`src/rtl/cpu_pkg.sv`:
```
// Shared CPU definitions used by the fetch stage and the decoder.
//
// Contents:
//   MODE_STALL / MODE_NORMAL / MODE_BRANCH - pipeline mode encodings
//   NOP                                    - Thumb NOP halfword used as a bubble
//   fetch_state_t                          - fetch request FSM states
package cpu_pkg;

  localparam logic [1:0]  MODE_STALL  = 2'd0;
  localparam logic [1:0]  MODE_NORMAL = 2'd1;
  localparam logic [1:0]  MODE_BRANCH = 2'd2;

  localparam logic [15:0] NOP = 16'hBF00;

  // IDLE: nothing outstanding, WAIT: request outstanding,
  // DROP: request outstanding whose data is stale and must be discarded
  typedef enum logic [1:0] {
    IDLE,
    WAIT,
    DROP
  } fetch_state_t;

endpackage

```
`src/rtl/fetch_queue.sv`:
```
// Four-entry halfword prefetch FIFO for the fetch stage.
//
// Ports:
//   clk, rst   - clock and synchronous active-high reset
//   flush      - empty the queue (branch redirect)
//   push_lo    - write push_data[15:0]
//   push_hi    - write push_data[31:16] (after the low half when both are set)
//   push_data  - 32-bit word returned by instruction memory
//   pop        - remove the head entry
//   count      - number of valid entries (0..4)
//   head       - oldest entry
module fetch_queue (
  input  logic        clk,
  input  logic        rst,
  input  logic        flush,
  input  logic        push_lo,
  input  logic        push_hi,
  input  logic [31:0] push_data,
  input  logic        pop,
  output logic [2:0]  count,
  output logic [15:0] head
);

  logic [15:0] mem [4];
  logic [1:0]  rd_ptr;
  logic [1:0]  wr_ptr;
  logic [1:0]  hi_ptr;
  logic [1:0]  push_n;
  logic        pop_ok;

  // The upper halfword lands one slot later when the lower one is pushed too
  always_comb begin
    push_n = {1'b0, push_lo} + {1'b0, push_hi};
    hi_ptr = push_lo ? wr_ptr + 2'd1 : wr_ptr;
    pop_ok = pop && (count != 3'd0);
    head   = mem[rd_ptr];
  end

  always_ff @(posedge clk) begin
    if (push_lo) mem[wr_ptr] <= push_data[15:0];
    if (push_hi) mem[hi_ptr] <= push_data[31:16];
  end

  always_ff @(posedge clk) begin
    if (rst || flush) begin
      rd_ptr <= 2'd0;
      wr_ptr <= 2'd0;
      count  <= 3'd0;
    end else begin
      wr_ptr <= wr_ptr + push_n;
      if (pop_ok) rd_ptr <= rd_ptr + 2'd1;
      count  <= count + {1'b0, push_n} - {2'b00, pop_ok};
    end
  end

endmodule

```
`src/rtl/fetch.sv`:
```
// Instruction fetch stage: requests 32-bit words from instruction memory,
// splits them into Thumb halfwords through a 4-entry prefetch queue and
// presents one instruction per cycle to the decoder under mode control.
//
// Ports:
//   clk, rst          - clock and synchronous active-high reset
//   i_mode            - 0 stall, 1 normal, 2 branch, 3 treated as stall
//   i_branch_target   - branch byte address, sampled when i_mode = 2
//   o_imem_req_r      - registered word read request
//   o_imem_addr_r     - registered word-aligned request address
//   i_imem_ack        - read data valid, only honoured while requesting
//   i_imem_rdata      - read word (addr+0 in [15:0], addr+2 in [31:16])
//   o_ir_r            - instruction to the decoder
//   o_ir_valid_r      - o_ir_r is a real instruction, not a bubble
//   o_pc_r            - byte address of o_ir_r
module fetch
  import cpu_pkg::*;
#(
  parameter logic [31:0] RESET_PC = 32'h0000_0000
) (
  input  logic        clk,
  input  logic        rst,
  input  logic [1:0]  i_mode,
  input  logic [31:0] i_branch_target,
  output logic        o_imem_req_r,
  output logic [31:0] o_imem_addr_r,
  input  logic        i_imem_ack,
  input  logic [31:0] i_imem_rdata,
  output logic [15:0] o_ir_r,
  output logic        o_ir_valid_r,
  output logic [31:0] o_pc_r
);

  fetch_state_t state, state_next;

  logic [31:0] fetch_addr;
  logic [31:0] head_pc;
  logic        skip;

  logic        branch;
  logic        normal;
  logic        ack;
  logic        pop;
  logic        push_lo;
  logic        push_hi;
  logic        issue;
  logic [31:0] branch_fetch;
  logic [31:0] branch_pc;
  logic [2:0]  q_count;
  logic [2:0]  count_after_pop;
  logic [15:0] q_head;

  logic        req_next;
  logic [31:0] addr_next;
  logic [15:0] ir_next;
  logic        valid_next;
  logic [31:0] pc_next;

  fetch_queue u_queue (
    .clk       (clk),
    .rst       (rst),
    .flush     (branch),
    .push_lo   (push_lo),
    .push_hi   (push_hi),
    .push_data (i_imem_rdata),
    .pop       (pop),
    .count     (q_count),
    .head      (q_head)
  );

  // Data is only accepted in WAIT without a simultaneous branch; the
  // low halfword is skipped when the branch target was the upper half
  always_comb begin
    branch          = (i_mode == MODE_BRANCH);
    normal          = (i_mode == MODE_NORMAL);
    ack             = i_imem_ack && o_imem_req_r;
    pop             = normal && (q_count != 3'd0);
    count_after_pop = q_count - {2'b00, pop};
    push_hi         = (state == WAIT) && ack && !branch;
    push_lo         = push_hi && !skip;
    branch_fetch    = i_branch_target & 32'hFFFF_FFFC;
    branch_pc       = i_branch_target & 32'hFFFF_FFFE;
  end

  always_ff @(posedge clk) begin
    if (rst) state <= IDLE;
    else     state <= state_next;
  end

  // A branch seen in IDLE issues straight to the target since the queue is
  // flushed in the same cycle; a branch in WAIT poisons the outstanding word
  always_comb begin
    state_next = state;
    case (state)
      IDLE:    if (branch || (count_after_pop <= 3'd2)) state_next = WAIT;
      WAIT:    if (ack) state_next = IDLE;
               else if (branch) state_next = DROP;
      DROP:    if (ack) state_next = IDLE;
      default: state_next = IDLE;
    endcase
  end

  always_comb begin
    issue      = (state == IDLE) && (state_next == WAIT);
    req_next   = (state_next != IDLE);
    addr_next  = o_imem_addr_r;
    if (issue) addr_next = branch ? branch_fetch : fetch_addr;

    ir_next    = o_ir_r;
    valid_next = o_ir_valid_r;
    pc_next    = o_pc_r;
    if (branch) begin
      ir_next    = NOP;
      valid_next = 1'b0;
      pc_next    = branch_pc;
    end else if (normal) begin
      if (pop) begin
        ir_next    = q_head;
        valid_next = 1'b1;
        pc_next    = head_pc;
      end else begin
        ir_next    = NOP;
        valid_next = 1'b0;
      end
    end
  end

  // head_pc follows the queue head so o_pc_r can be loaded on each pop
  always_ff @(posedge clk) begin
    if (rst) begin
      fetch_addr    <= RESET_PC;
      head_pc       <= RESET_PC;
      skip          <= 1'b0;
      o_imem_req_r  <= 1'b0;
      o_imem_addr_r <= RESET_PC;
      o_ir_r        <= NOP;
      o_ir_valid_r  <= 1'b0;
      o_pc_r        <= RESET_PC;
    end else begin
      o_imem_req_r  <= req_next;
      o_imem_addr_r <= addr_next;
      o_ir_r        <= ir_next;
      o_ir_valid_r  <= valid_next;
      o_pc_r        <= pc_next;
      if (branch) begin
        fetch_addr <= branch_fetch;
        head_pc    <= branch_pc;
        skip       <= i_branch_target[1];
      end else begin
        if (push_hi) begin
          fetch_addr <= fetch_addr + 32'd4;
          skip       <= 1'b0;
        end
        if (pop) head_pc <= head_pc + 32'd2;
      end
    end
  end

endmodule

```
`config.mk`:
```
export PLATFORM = sky130hd
export DESIGN_NAME = fetch
export DESIGN_NICKNAME = d
export VERILOG_FILES = /design/src/rtl/cpu_pkg.sv /design/src/rtl/fetch_queue.sv /design/src/rtl/fetch.sv
export SDC_FILE = /design/constraint.sdc
export NUM_CORES = 1
export LEC_CHECK = 0
export ABC_CLOCK_PERIOD_IN_PS = 3650
export CAP_MARGIN = 20
export CORE_ASPECT_RATIO = 0.8
export CORE_MARGIN = 5
export CORE_UTILIZATION = 40
export CTS_CLUSTER_SIZE = 8
export DETAILED_ROUTE_END_ITERATION = 10
export GPL_TIMING_DRIVEN = 0
export PLACE_DENSITY = 0.66
export SETUP_SLACK_MARGIN = 0.5
export SLEW_MARGIN = 10
export SYNTH_ARGS = -nofsm -noshare
export SYNTH_HDL_FRONTEND = slang
export SYNTH_SLANG_ARGS = --single-unit
```
`constraint.sdc`:
```
create_clock -name clk -period 3.65 [get_ports clk]
set_input_delay 0.9125 -clock clk [delete_from_list [all_inputs] [get_ports clk]]
set_output_delay 0.9125 -clock clk [all_outputs]
set_load 0.1 [all_outputs]
```
==> metrics.txt, run 1 <==
status=finished clean; Async SR Flop Fraction=0%; Clock Sinks=216; Post-Synthesis Cells=~1000; Critical-path top delay cell=clkdlybuf4s50_1; Die H=156 um; gr ovfl total=0; routed via count=9536; worst-case clock buffer depth=3; Final Hold Viols=0; H-tree depth=1; Synth area leaders=dfxtp_1 (29%), edfxtp_1 (18%), mux2_2 (6.8%); clock share of power=between 20% and 30%; layout cells sized above 1=between 10% and 20%; Num CTS Buffers=31; Synth area leader=dfxtp_1; Slew HR=around a fifth; fin cells=approximately 1600; die area=about 30000 sq um; cells along the critical path=clkdlybuf4s50_1, nand4b_4, nor3_4, buf_2, a21o_2; Routed WL per cell=approximately 23 um; vias in the first global route=between 9000 and 10000; Startpoint Class=input pin; clock skew=between 0.015 and 0.02 ns; Core Area=approximately 26000 sq um; EDFF count, synth=64; Int Pwr=a little over 5000 uW; DRT Pass-1 Iters=5; minimum clock period=between 3 and 4 ns; Sw Pwr=~3500 uW; register bit count reported by yosys=216; Crit Path Category=in -> reg; Critical Path Sink Type=register; Final #Nets=around 1300; RD Place Congestion=approximately 0.96; DIE WIDTH=approximately 190 um; setup_tns=0 ns; fillers=between 2000 and 2500; Comb pwr share=roughly 36%; Crit path arrival time=between 3 and 4 ns; initial core utilization=40.6%; DRC Markers=0; post-synthesis sequential area ratio=about 47%; top-count cell post-synth=dfxtp_1; Synth Area per Inst=around 10 sq um; vias per inst=~6; WL final=about 37 mm; Unique masters post-synth=slightly below 70; Inst Count DP=~1500; Peak VDD IR=approximately 0.00045 V; post-route antenna net violation count=0; Max Cap Viol=0; final setup fails=0; Seq pwr share=between 30 and 40%; Clock Pin Slew Worst Setup and Hold Paths=approximately 0.050 ns; Switching Fraction=40.2%; Crit path buffers/inverters=2; worst skew pair latency=~0.55 ns; area of the mapped netlist=between 10000 and 15000 sq um; final period utilization=between 80% and 90%; class of the worst hold path=reg -> reg; CP max FO=16; IO Pins=around 150; Layout area overhead=27.7%; Crit path largest cell delay=around 0.6 ns; fmax=321 MHz; actual slew at the worst max-slew pin=between 1 and 1.5 ns; count of pins over their slew limit=0; Clock Tree Root=clkbuf_16; hpwl dp=between 20 and 30 mm; pwr/cell area=approximately 630 nW/um^2; top cells by count, synth=dfxtp_1 (152), nor2_1 (69), edfxtp_1 (64), mux2_2 (64), nand2_1 (63); dominant synthesized flop cell=dfxtp_1; cell family with most CP delay=buffers and inverters; initial drt markers=940; RSZ-0062 raised after global routing=false; first-pass GRT wire length=55.2 mm; CTS tree=built; top cell type's share of synthesized area=between 20% and 30%; largest net degree at the start of global routing=17; CP Data Required Time=around 3.8 ns; initial antenna violation count=1; Yosys Warn Count=0; Port Buffers=between 100 and 150; Leakage Power=roughly 0.0046 uW; row count=between 50 and 60; GRT Total Usage=approximately a quarter
==> routing by layer <==
metal | global-route usage [%] | vias to the layer above | wire [um]
met5 | 0 | - | 0
met4 | 7.84 | 0 | 1140
met3 | 6.40 | 85 | 3750
met2 | 34.6 | 487 | 15600
met1 | 34.0 | 4607 | 16100
li1 | - | 4357 | -
==> area by class of cell <==
type | count | area [sq um] | area share [%]
Inverter | 19 | 75.1 | 0.551
Multi-Input combinational cell | 716 | 5370 | 39.4
Clock buffer | 43 | 831 | 6.10
Timing Repair Buffer | 151 | 1500 | 11.0
Tap cell | 357 | 447 | 3.28
Buffer | 80 | 419 | 3.08
Sequential cell | 216 | 4960 | 36.4
Antenna cell | 1 | 2.50 | 0.0184
Clock inverter | 2 | 17.5 | 0.129
==> worst reg2reg max path, cell delays in order (launching register included) <==
cell	delay (ns)
dfxtp_1	0.52
inv_1	0.16
ha_1	0.37
o2bb2a_1	0.26
nor3_4	0.42
buf_2	0.40
a21o_2	0.48
==> kinds of logic after synthesis <==
kind of cell / count (synthesis) / synth area share (%)
flops: 216 / 46.5
buf+inv: 99 / 3.95
compound gates: 265 / 17.7
simple gates: 297 / 14.9
mux: 118 / 13.7
xor+xnor: 19 / 1.56
fa+ha+maj: 14 / 1.71
other cells: 1 / 0.0351
==> what timing repair did <==
action | CTS | global route
hold buffers | 0 | 0
buffers inserted | 5 | 0
setup endpoints to repair | 146 | 82
gates cloned | 1 | 0
endpoints found under the hold margin | 0 | 0
pin swaps | 2 | 1
resized for setup | 37 | 18
==> cells in the final DEF, fill, tap and decap left out, drive strengths merged, types with 13 or more instances in the layout <==
cell type      synthesis  final
clkbuf                52     95
buf                   27     33
edfxtp                64     64
a311oi                21     21
ha                    13     13
mux2i                 38     38
nand4                 23     23
inv                   18     19
mux4                  16     16
nor2b                 14     14
nor2                  69     69
a31oi                 47     47
o21ai                 28     28
a211oi                58     58
clkdlybuf4s50          0    143
nand2                 63     63
mux2                  64     64
dfxtp                152    152
nor3                  25     25
o21a                  19     19
nand3                 24     24
a21oi                 27     27
==> power by group through the flow <==
stage	registers [uW]	clock network (uW)	logic, uW
after floorplan	4280	0	857
after global placement	3000	0	2950
after detailed placement	3010	0	2970
after CTS	2960	2610	3050
after global routing	3000	2720	3230
final	2970	2580	3110
==> state kept, by name, indices dropped and copies added (netlist names), named ones only <==
name / count
u_queue.count: 3
u_queue.wr_ptr: 2
o_pc_r: 31
o_ir_r: 16
fetch_addr: 30
o_imem_req_r: 1
u_queue.rd_ptr: 2
o_ir_valid_r: 1
head_pc: 31
u_queue.mem: 64
o_imem_addr_r: 30
skip: 1
state: 2
==> path summary, 6_finish.rpt <==
kind | slack, ns | cells past startpoint | end | from
max | 0.53 | 5 | u_queue.mem[3][5]$_DFFE_PP_ | i_imem_ack
max reg2reg | 0.66 | 6 | u_queue.mem[3][5]$_DFFE_PP_ | u_queue.wr_ptr[0]$_SDFF_PP0_
min reg2reg | 0.48 | 2 | o_ir_valid_r$_SDFFE_PP0N_ | o_ir_valid_r$_SDFFE_PP0N_
min | 0.48 | 2 | o_ir_valid_r$_SDFFE_PP0N_ | o_ir_valid_r$_SDFFE_PP0N_
==> per-stage QoR <==
step           setup slack, ns  power (uW)  instance area [sq um]  utilization [%]  hold slack, ns
3_3_place_gp            -0.867        5950                  12600             47.9           0.461
6_report                 0.534        8650                  13600             51.9           0.477
4_1_cts                  0.468        8630                  13600             51.7           0.479
3_5_place_dp            -0.867        5980                  12600             47.9           0.470
5_1_grt                  0.515        8950                  13600             51.9           0.502
2_1_floorplan            0.538        5140                  10700                -           0.472
Note: power is estimated with default switching activity, not from simulation.
==> run 2: changes to the inputs <==
Settings changed: ABC_CLOCK_PERIOD_IN_PS 3650 to default.
Clock period 3.65 ns to 3.8 ns, I/O delays scaled along.
==> run 2 against run 1 <==
Against the previous run: combinational power decreased by 5%; final cell count hardly changed; highest routed layer unchanged; flip-flop and latch count unchanged; worst setup slack better by 0.026 ns; hold slack about the same; critical endpoint is now u_queue.mem[2][5]$_DFFE_PP_; critical path type unchanged.
==> metrics.txt, run 2 (same netlist as run 1, synthesis figures left out) <==
Routed WL per cell=about 23 um; Crit path arrival time=around 3.4 ns; fmax=between 300 and 400 MHz; Layout area overhead=27.2%; gr ovfl total=0; row count=between 50 and 60; count of pins over their slew limit=0; pwr/cell area=approximately 610 nW/um^2; Core Area=about 26000 sq um; Power, Total=between 8000 and 9000 uW; CTS tree=built; dpl ws=-0.755 ns; final setup fails=0; routed via count=9543; largest register by flop count=u_queue.mem; Port Buffers=between 100 and 150; IO Pins=151; commonest non-fill, non-tap cell in the layout=dfxtp_1; WL final=36.6 mm; Clock Tree Root=clkbuf_16; class of the worst hold path=reg -> reg; DRT Pass-1 Iters=7; RD Place Congestion=a little under 1; status=finished clean; Slew HR=between 10% and 20%; actual slew at the worst max-slew pin=between 1 and 1.5 ns; Leakage Power=0.00455 uW; Final #Nets=between 1000 and 1500; GRT Total Usage=between 20% and 30%; clock skew=roughly 0.02 ns; CP Data Required Time=slightly below 4 ns; DIE WIDTH=just under 200 um; Num CTS Buffers=31; Final Hold Viols=0; worst skew pair latency=about 0.55 ns; Startpoint Class=input pin; hold-fix buffer count after cts=0; Peak VDD IR=between 0.0004 and 0.0005 V; DRC Markers=0; Clock Pin Slew Worst Setup and Hold Paths=0.05 ns; Critical Path Sink Type=register; die area=approximately 30000 sq um; Crit Path Category=in -> reg; worst-case clock buffer depth=3; max reg flops=64; initial drt markers=1032; hpwl dp=approximately 26 mm; RSZ-0062 raised after global routing=true; H-tree depth=1; CP max FO=16; Die H=roughly 160 um; initial antenna violation count=1; Clock Sinks=~220; minimum clock period=between 3 and 4 ns; first-pass GRT wire length=55.1 mm; post-route antenna net violation count=0; largest net degree at the start of global routing=17; vias per inst=about 6.0; final worst setup slack=~0.56 ns; commonest cells after routing, fill and taps aside=dfxtp_1 (152), clkdlybuf4s50_1 (145), nor2_1 (69); fin cells=1584; Max Cap Viol=0; largest registers=u_queue.mem x64, head_pc x31, o_pc_r x31; final period utilization=around 85%; vias in the first global route=between 9000 and 10000; layout cells sized above 1=approximately 15%; initial core utilization=40.6%; Inst Count DP=about 1500
-- run 2: cell count changes in the layout (fill, tap and decap cells not counted), sizes merged --
| cell | delta |
|---|---|
| clkbuf | -3 |
| clkdlybuf4s50 | +2 |
| dlygate4sd2 | -1 |
| dlymetal6s2s | -1 |
| buf | +2 |
-- run 2: power by group --
part / internal [uW] / total (uW) / switching, uW
Combinational: 824 / 2960 / 2140
Clock: 1490 / 2480 / 993
Sequential: 2640 / 2850 / 205
Total: 4960 / 8290 / 3340
-- run 2: cell type report --
class,count,area [sq um]
Inverter,19,75.1
Antenna cell,1,2.50
Tap cell,357,447
Timing Repair Buffer,150,1490
Clock buffer,43,831
Multi-Input combinational cell,716,5360
Fill cell,2391,12700
Sequential cell,216,4960
Clock inverter,2,17.5
Buffer,80,395
-- run 2: final timing paths --
check	from	end	slack, ns	depth (start not counted)
setup reg to reg	u_queue.wr_ptr[0]$_SDFF_PP0_	u_queue.mem[2][5]$_DFFE_PP_	0.73	8
hold reg to reg	o_ir_valid_r$_SDFFE_PP0N_	o_ir_valid_r$_SDFFE_PP0N_	0.48	2
setup / recovery	i_mode[0]	u_queue.mem[2][5]$_DFFE_PP_	0.56	8
hold / removal	o_ir_valid_r$_SDFFE_PP0N_	o_ir_valid_r$_SDFFE_PP0N_	0.48	2
-- run 2: worst max-delay path: stages --
cell	delay, ns
clkdlybuf4s50_1	0.55
inv_1	0.07
ha_2	0.25
clkinv_2	0.15
and3_1	0.18
buf_2	0.25
buf_2	0.34
a21o_1	0.65
-- run 2: what timing repair did --
item                       CTS  global route
buffers inserted             2             2
hold endpoints to repair     0             0
resized for setup           30            16
gates cloned                 1             0
pin swaps                    1             0
setup endpoints to repair   99           125
-- run 2: metrics by stage --
stage          hold slack (ns)  util [%]  TNS (ns)  cell area (sq um)
6_report                 0.477      51.7         0              13600
5_1_grt                  0.502      51.7         0              13600
4_1_cts                  0.479      51.5         0              13500
3_5_place_dp             0.470      47.9    -39.78              12600
3_3_place_gp             0.461      47.9    -38.29              12600
2_1_floorplan            0.472         -         0              10700
-- run 2: per-layer routing --
layer / up-vias / share of wire, % / global-route usage (%)
li1: 4324 / - / -
met1: 4584 / 43 / 33.7
met2: 540 / 43 / 34.4
met3: 95 / 11 / 6.87
met4: 0 / 3.2 / 8.01
met5: - / 0 / 0
==> run 3: changes to the inputs <==
Settings changed: ABC_AREA from default to 0.
Clock period 3.8 ns to 3.28 ns, I/O delays scaled along.
==> run 3 against run 2 <==
Against the previous run: wire length up 1.5%; via count grew 0.10%; final cell count rose by 0.38%; critical path depth rose by 2; combinational power increased by 14%; global-route usage rose by 0.28 points; design area up 0.60%; critical endpoint is now u_queue.count[2]$_SDFF_PP0_; largest power group unchanged.
==> metrics.txt, run 3 (same netlist as run 1, synthesis figures left out) <==
final period utilization=85.0%; pwr/cell area=approximately 700 nW/um^2; commonest non-fill, non-tap cell in the layout=dfxtp_1; worst skew pair latency=0.56 ns; Sw Pwr=around 3900 uW; final setup fails=0; Switching Fraction=between 40% and 50%; RSZ-0062 raised after global routing=true; initial core utilization=slightly above 40%; row count=53; hold-fix buffer count after cts=0; CTS tree=built; Max Cap Viol=0; Clock Pin Slew Worst Setup and Hold Paths=roughly 0.050 ns; Clock Tree Root=clkbuf_16; Port Buffers=between 100 and 150; footprint of the multi-input gates=5420 sq um; Routed WL per cell=about 23 um; hold_sp=o_ir_r[9]$_SDFFE_PP1N_; Seq pwr share=between 30% and 40%; post-route antenna net violation count=0; Layout area overhead=28.0%; largest register by flop count=u_queue.mem; actual slew at the worst max-slew pin=slightly above 1 ns; Die H=around 160 um; hpwl dp=around 26 mm; IO Pins=roughly 150; hold slack=0.489 ns; Clock Sinks=216; clock skew=between 0.01 and 0.015 ns; DRT Pass-1 Iters=5; final worst setup slack=~0.49 ns; Int Pwr=5680 uW; Crit path arrival time=between 3 and 4 ns; GRT Total Usage=a little under a quarter; max reg flops=64; vias in the first global route=between 9000 and 10000; clock share of power=between 30 and 40%; Crit Path Category=in -> reg; fillers=around 2400; routed via count=9553; Critical Path Sink Type=register; worst flop-to-flop path startpoint=state[0]$_SDFF_PP0_; initial drt markers=~1100; CP max FO=10; initial antenna violation count=0; gr ovfl total=0; status=finished clean; fmax=around 360 MHz; class of the worst hold path=reg -> reg; CP Data Required Time=3.71 ns; dpl ws=-0.866 ns; Final #Nets=between 1000 and 1500; Comb pwr share=35.2%; first-pass GRT wire length=around 55 mm; die area=between 30000 and 40000 sq um; Peak VDD IR=between 0.0004 and 0.0005 V; DRC Markers=0; Power, Total=about 9600 uW; largest registers=u_queue.mem x64, head_pc x31, o_pc_r x31; minimum clock period=between 2 and 3 ns; setup_tns=0 ns; CP startpoint=i_imem_ack; worst-case clock buffer depth=3; Slew HR=approximately a third; vias per inst=~6; Final Hold Viols=0; Register Area=slightly below 5000 sq um; ANT cells=0; largest net degree at the start of global routing=17; count of pins over their slew limit=0; commonest cells after routing, fill and taps aside=dfxtp_1 (150), dlygate4sd2_1 (81), nor2_1 (68); layout cells sized above 1=between 10% and 20%; Startpoint Class=input pin; DIE WIDTH=193 um; Core Area=26300 sq um; RD Place Congestion=0.953; WL final=~37 mm; Leakage Power=0.00490 uW; Num CTS Buffers=31; H-tree depth=1
run 3: cell type report:
| cell class | instances | share of cell area [%] |
|---|---|---|
| plain buffers | 80 | 3.32 |
| clock buffers | 45 | 6.14 |
| clock inverters | 2 | 0.192 |
| inverters | 19 | 0.549 |
| multi-input cells | 716 | 39.7 |
| flip-flops and latches | 216 | 36.4 |
| well taps | 357 | 3.27 |
| repair buffers | 155 | 10.5 |
run 3: repair_timing:
action,CTS,global route
gates cloned,1,0
pin swaps,5,2
resized for setup,121,12
setup endpoints to repair,270,90
hold endpoints to repair,0,0
buffers inserted,7,1
run 3: power groups by stage:
| stage | Sequential (uW) | Combinational, uW | Clock [uW] |
|---|---|---|---|
| floorplan | 4770 | 990 | 0 |
| global placement | 3340 | 3320 | 0 |
| detailed placement | 3350 | 3340 | 0 |
| CTS | 3290 | 3350 | 2950 |
| global route | 3330 | 3510 | 3090 |
| finish | 3300 | 3380 | 2920 |
run 3: worst paths after layout:
kind              slack [ns]                           to  cells after the start
setup / recovery        0.49  u_queue.count[2]$_SDFF_PP0_                     10
hold / removal          0.49       o_ir_r[9]$_SDFFE_PP1N_                      2
setup reg to reg        0.78  u_queue.count[2]$_SDFF_PP0_                      9
hold reg to reg         0.49       o_ir_r[9]$_SDFFE_PP1N_                      2
run 3: per-stage QoR:
step	cell area, sq um	cells	utilization (%)
2_1_floorplan	10800	1031	-
3_3_place_gp	12700	1533	48.2
3_5_place_dp	12700	1533	48.2
4_1_cts	13600	1588	51.9
5_1_grt	13700	1590	52.0
6_report	13700	1590	52.0
run 3: critical path, stage by stage:
cell and delay, ns:
clkdlybuf4s50_1 0.59, and4b_2 0.37, buf_2 0.28, and3_1 0.27, ha_4 0.15, inv_2 0.03, fa_2 0.36, xnor2_2 0.15
xnor2_1 0.16, nor2_1 0.05
run 3: metal layers:
metal	share of wire [%]	up-vias	GRT usage, %
li1	-	4340	-
met1	45	4662	35.0
met2	43	462	35.0
met3	9.9	89	5.82
met4	3.1	0	7.16
met5	0	-	0
